`config.mk`:
```
export PLATFORM = sky130hd
export DESIGN_NAME = button_debounce
export DESIGN_NICKNAME = d
export VERILOG_FILES = /design/src/rtl/button_debounce.sv
export SDC_FILE = /design/constraint.sdc
export NUM_CORES = 1
export LEC_CHECK = 0
export CAP_MARGIN = 10
export CORE_ASPECT_RATIO = 1.4
export CORE_MARGIN = 10
export CORE_UTILIZATION = 35
export CTS_BUF_LIST = sky130_fd_sc_hd__clkbuf_4
export DETAILED_ROUTE_END_ITERATION = 10
export GPL_TIMING_DRIVEN = 0
export PLACE_DENSITY_LB_ADDON = 0.15
export SKIP_CTS_REPAIR_TIMING = 1
export SYNTH_ARGS = -nofsm -noshare
export SYNTH_HDL_FRONTEND = slang
export SYNTH_SLANG_ARGS = --single-unit
export TNS_END_PERCENT = 30
```
`constraint.sdc`:
```
create_clock -name clk -period 2.9 [get_ports clk]
set_input_delay 0.29 -clock clk [delete_from_list [all_inputs] [get_ports clk]]
set_output_delay 0.29 -clock clk [all_outputs]
set_load 0.05 [all_outputs]
```
`src/rtl/button_debounce.sv`:
```
// Multi-channel push-button debouncer: per-channel two-flop synchronizer plus
// a stable-level qualification counter with registered press/release pulses.

module debounce_lane #(
  parameter int DB_CYCLES = 1000000,
  parameter int CNT_W     = 20
) (
  input  logic clk,
  input  logic rst_n,
  input  logic raw,
  output logic stable,
  output logic press,
  output logic rel
);
  localparam logic [CNT_W-1:0] LAST = CNT_W'(DB_CYCLES - 1);

  logic             s1, s2;
  logic [CNT_W-1:0] cnt;

  always_ff @(posedge clk or negedge rst_n) begin
    if (!rst_n) begin
      s1     <= 1'b0;
      s2     <= 1'b0;
      cnt    <= '0;
      stable <= 1'b0;
      press  <= 1'b0;
      rel    <= 1'b0;
    end else begin
      s1    <= raw;
      s2    <= s1;
      press <= 1'b0;
      rel   <= 1'b0;
      if (s2 == stable) begin
        cnt <= '0;
      end else if (cnt == LAST) begin
        // level held long enough: accept it and pulse the matching edge
        stable <= s2;
        cnt    <= '0;
        press  <= s2;
        rel    <= ~s2;
      end else begin
        cnt <= cnt + CNT_W'(1);
      end
    end
  end
endmodule

module button_debounce #(
  parameter int N_BTN     = 5,
  parameter int DB_CYCLES = 1000000,
  parameter int CNT_W     = 20
) (
  input  logic             clk,
  input  logic             rst_n,
  input  logic [N_BTN-1:0] btn_raw,
  output logic [N_BTN-1:0] btn_stable,
  output logic [N_BTN-1:0] btn_press,
  output logic [N_BTN-1:0] btn_release
);
  for (genvar i = 0; i < N_BTN; i++) begin : g_lane
    debounce_lane #(.DB_CYCLES(DB_CYCLES), .CNT_W(CNT_W)) u_lane (
      .clk    (clk),
      .rst_n  (rst_n),
      .raw    (btn_raw[i]),
      .stable (btn_stable[i]),
      .press  (btn_press[i]),
      .rel    (btn_release[i])
    );
  end
endmodule
```
# == Yosys cells after proc, flatten, opt, wreduce, memory -nomap -nowiden ==
# Index checks and enable logic that the tools add are counted.
# classes
n_reduce_logical,5
muxes,30
n_eq_ne,10
bitwise,10
add_sub_neg,5
# op_table
cell,count
$mux W20,10
$add A20 B1 Y20 const B,5
$eq A20 B20 Y1 const B,5
$mux W1,20
$not A1 Y1,10
$reduce_and A2 Y1,5
$eq A1 B1 Y1,5
# totals
regBits,125

# == Depth between registers and ports, before layout ==
# depth
depth_word,3
depth_mapped,6
ltp_nobuf,5

# == Hierarchy ==
# Synthesis repeated with hierarchy kept, for this count alone.
# unflattened
hier_cells,580
area_unflattened_um2,5868.1
# by_module_without_submodules
mod,cells_each,n_inst,area_per_inst_um2,seq_area_each_um2
debounce_lane,116,5,1173.6,625.6

# == Worst setup path after synthesis ==
# OpenSTA, ideal clock, no wires.
# synth_timing
kind,reg-to-reg
start,reg g_lane[1].u_lane.cnt[8]
end,reg g_lane[1].u_lane.stable
path_buffers,0
path_stages_with_launch,5
synth_period_minus_slack_ns,2.216
arrival_ns,2.091
path_slack_ns,0.684
cell_sequence,dfrtp_1 -> or4b_1 -> or4_4 -> or3_4 -> mux2_4
# synth_between
elab_chain_len,2
# synth_lines
item,line_no,rtl
from (decl),18,logic [CNT_W-1:0] cnt;
from (signal assigned),42,cnt <= cnt + CNT_W'(1);
$eq A20 B20 Y1,35,end else if (cnt == LAST) begin
$reduce_and A2 Y1 (no line),--,
to (signal assigned),25,stable <= 1'b0;
to (signal assigned),37,stable <= s2;
to (decl),11,"output logic stable,"
# No other way between the ends.
# A chain may end at the register's enable or synchronous reset.

# == Worst setup path after layout ==
# layout_timing
start,reg g_lane[0].u_lane.cnt[8]
end,reg g_lane[0].u_lane.cnt[13]
# layout_between
elab_chain_len,3
# layout_lines
item,line_no,rtl
from (decl),18,
from (signal assigned),42,
$add A20 B1 Y20 / $eq A20 B20 Y1 (equally long branches),"42, 35",
$mux W20 (*),35,
$mux W20 (*),33,if (s2 == stable) begin
# Mark *: on every way between the ends. The rest lies on a longest branch, timed or not.

==> results.txt <==
Initial antenna violation count: 1
Critical path capture point type: flop
Leakage power: 2.62 nW
Syn_area_per_cell: 10.3 um2
Row count: 56
Via density: 5.09
Max-Cap Viols: 0
Final Util: 0.399
Vias in the first global route: 4305
Post-synth ARST share: 1.00
P_sw: 0.744 mW
H-tree levels: 4
Maximum vdd drop: 0.170 mV
Synth area leaders: dfrtp_1, xnor2_1, nor2_1, nand4_1, nor4_1
Total power: 2.87 mW
Drt drc: 0
Drt initial violations: 205
Die area: 0.0226 mm2
Slew HR: 0.512
Crit path launch type: flop
Cells along the critical path: or4b_2 -> or4_1 -> o21ai_2 -> buf_4 -> nor2_1
Multiplexer area fraction after synthesis: 0.0152
Syn Std Cell Area: 0.00592 mm2
Largest net degree at the start of global routing: 69
Internal Pwr Total: 2.13 mW
Die H: 174 um
Crit path max fanout: 10
Critical path required time: 3.33 ns
GPL Wtd Cong: 0.801
CTS tree: yes
Fin. Hold Viols: 0
Final #Nets: 631
Placed insts: 802
Aggregate global-route resource usage: 0.112
Non-Filler Instances: 837
Endpoint, Worst Hold: g_lane[1].u_lane.s1$_DFF_PN0_
Simple-gate share of the synthesized area: 0.255
Reg2Reg Setup Slack: 0.48 ns
Status: completed
Layout cells sized above 1: 0.0965
Port Buf Inserts: 21
Critical R2R Launch: g_lane[0].u_lane.cnt[8]$_DFF_PN0_
Most frequent cells in the layout: dfrtp_1, nor2_1, xnor2_1
Total routed wirelength: 11600 um
Top cell type's share of synthesized area: 0.528
Largest area contributor in the netlist: dfrtp_1
Fin crit share: 0.835
Final setup viols: 0
Worst R2R Path Depth: 5
Worst clock skew: 0.0213 ns
First-pass GRT wire length: 20600 um
Clock sinks: 125
Sw frac: 0.259
Final Max Slew Viols: 0
DP Wirelength: 8050 um
Total grt overflow: 0
Delay of the slowest critical-path stage: 0.67 ns
I/O Pins: 22
Initial Util: 0.355
Slew at the pin closest to its max-slew limit: 0.726 ns
Worst setup path category: reg2reg
Seq pwr share: 0.622
Worst r2r dst: g_lane[0].u_lane.cnt[13]$_DFF_PN0_
Clock root buffer: clkbuf_4
Comb pwr share: 0.038
Post-synthesis xor/xnor area fraction: 0.118
Net count after synthesis: 589
Commonest non-fill, non-tap cell in the layout: dfrtp_1
Post-layout minimum cycle time: 2.42 ns
Fmax: 413 MHz
CP max stage cell: or4b_2
Distinct cells, synth: 41
EDFF count, synth: 0
Combinational family with the most area after synthesis: simple AND/OR/NAND/NOR gates
Worst-path clk slew: 0.12 ns
Core area: 0.0167 mm2
Clock buffer count from CTS: 17
Clk buf depth: 2
Register area share after synthesis: 0.528
Antenna-violating nets left: 0
Drt pass-1 iters: 4
Worst min path class: in2reg
Via Count: 4259
Clock Latency Late Sink: 0.53 ns
RSZ-0062 raised after global routing: no
Die Width: 130 um
Critical path arrival: 2.85 ns
Clock share of power: 0.340
Synth Flop Type: dfrtp_1
Synth warn: 0
Hold path startpoint: btn_raw[1]
PwrDens: 433 mW/mm2
Syn Inst Count: 577
Hold depth: 1
Layout overhead on the synthesized area: 12.2%
Routed len/inst: 13.8 um
Compound-gate portion of the synthesized area: 0.0393
Yosys reg bits: 125
Synth Area in Adders: 0.0106
through the flow:
stage	cell area [um2]	hold WS [ns]	worst slack (ns)	setup TNS (ns)
global route	6650	0.104	0.219	0
floorplan	5920	-0.00559	0.684	0
finish	6650	0.176	0.478	0
global placement	6390	0.334	-3.50	-436.54
CTS	6630	-0.318	0.429	0
detailed placement	6420	0.296	0.441	0
synth_stat cells, types with 13 or more instances:
cell type	n
xnor2_1	65
and3_1	15
nor3_1	20
inv_1	13
dfrtp_1	125
nand2_1	24
xor2_1	15
nand3_1	32
nor2_1	102
buf_4	17
nor4_1	26
nand4_1	26
power by group through the flow:
stage	combinational, mW	clock, mW	sequential (mW)
floorplan	0.0485	0	1.82
global placement	0.107	0	1.82
detailed placement	0.114	0	1.82
CTS	0.114	1.04	1.79
global route	0.129	1.12	1.79
finish	0.109	0.978	1.79
worst max-delay path: cells and delay by family (launching register included):
kind / cells / cell delay (ns)
AND/OR/NAND/NOR: 3 / 1.21
flip-flops: 1 / 0.45
AO/OA/AOI/OAI: 1 / 0.40
buffers and inverters: 1 / 0.26
logic make-up after synthesis:
kind of cell | count (synthesis)
AOI/OAI and AO/OA | 32
xor gates and xnor gates | 80
adders and majority gates | 5
buffers and inverters | 36
DFF | 125
muxes | 8
and+or+nand+nor | 291
worst max path at each step:
stage	from	endpoint	slack (ns)	cells past startpoint
after global placement	rst_n	g_lane[0].u_lane.s1$_DFF_PN0_	-3.50	1
after floorplan	g_lane[1].u_lane.cnt[8]$_DFF_PN0_	g_lane[1].u_lane.stable$_DFFE_PN0P_	0.68	4
after global routing	g_lane[4].u_lane.cnt[0]$_DFF_PN0_	g_lane[4].u_lane.cnt[14]$_DFF_PN0_	0.22	6
after CTS	g_lane[4].u_lane.cnt[0]$_DFF_PN0_	g_lane[4].u_lane.cnt[15]$_DFF_PN0_	0.43	6
final	g_lane[0].u_lane.cnt[8]$_DFF_PN0_	g_lane[0].u_lane.cnt[13]$_DFF_PN0_	0.48	5
after detailed placement	g_lane[4].u_lane.cnt[0]$_DFF_PN0_	g_lane[4].u_lane.cnt[15]$_DFF_PN0_	0.44	6
registers in the layout (all words and copies together) (netlist names):
| register | count |
|---|---|
| g_lane.u_lane.cnt | 100 |
| g_lane.u_lane.stable | 5 |
| g_lane.u_lane.s2 | 5 |
| g_lane.u_lane.press | 5 |
| g_lane.u_lane.rel | 5 |
| g_lane.u_lane.s1 | 5 |
layer usage:
| metal | part of all wire | GRT usage | vias up |
|---|---|---|---|
| met2 | 0.53 | 0.195 | 40 |
| met3 | 0.028 | 0.0326 | 12 |
| li1 | - | - | 2116 |
| met5 | 0 | 0 | - |
| met4 | 0.015 | 0.0423 | 0 |
| met1 | 0.43 | 0.126 | 2091 |
cell type report:
| cell class | count | area (um2) |
|---|---|---|
| inverters | 13 | 48.8 |
| plain buffers | 23 | 153 |
| well taps | 203 | 254 |
| diodes | 2 | 5.00 |
| clock buffers | 18 | 135 |
| multi-input cells | 416 | 2590 |
| clock inverters | 14 | 80.1 |
| fillers | 1671 | 10000 |
| repair buffers | 23 | 249 |
| flip-flops and latches | 125 | 3130 |
Note: power is estimated with default switching activity, not from simulation.
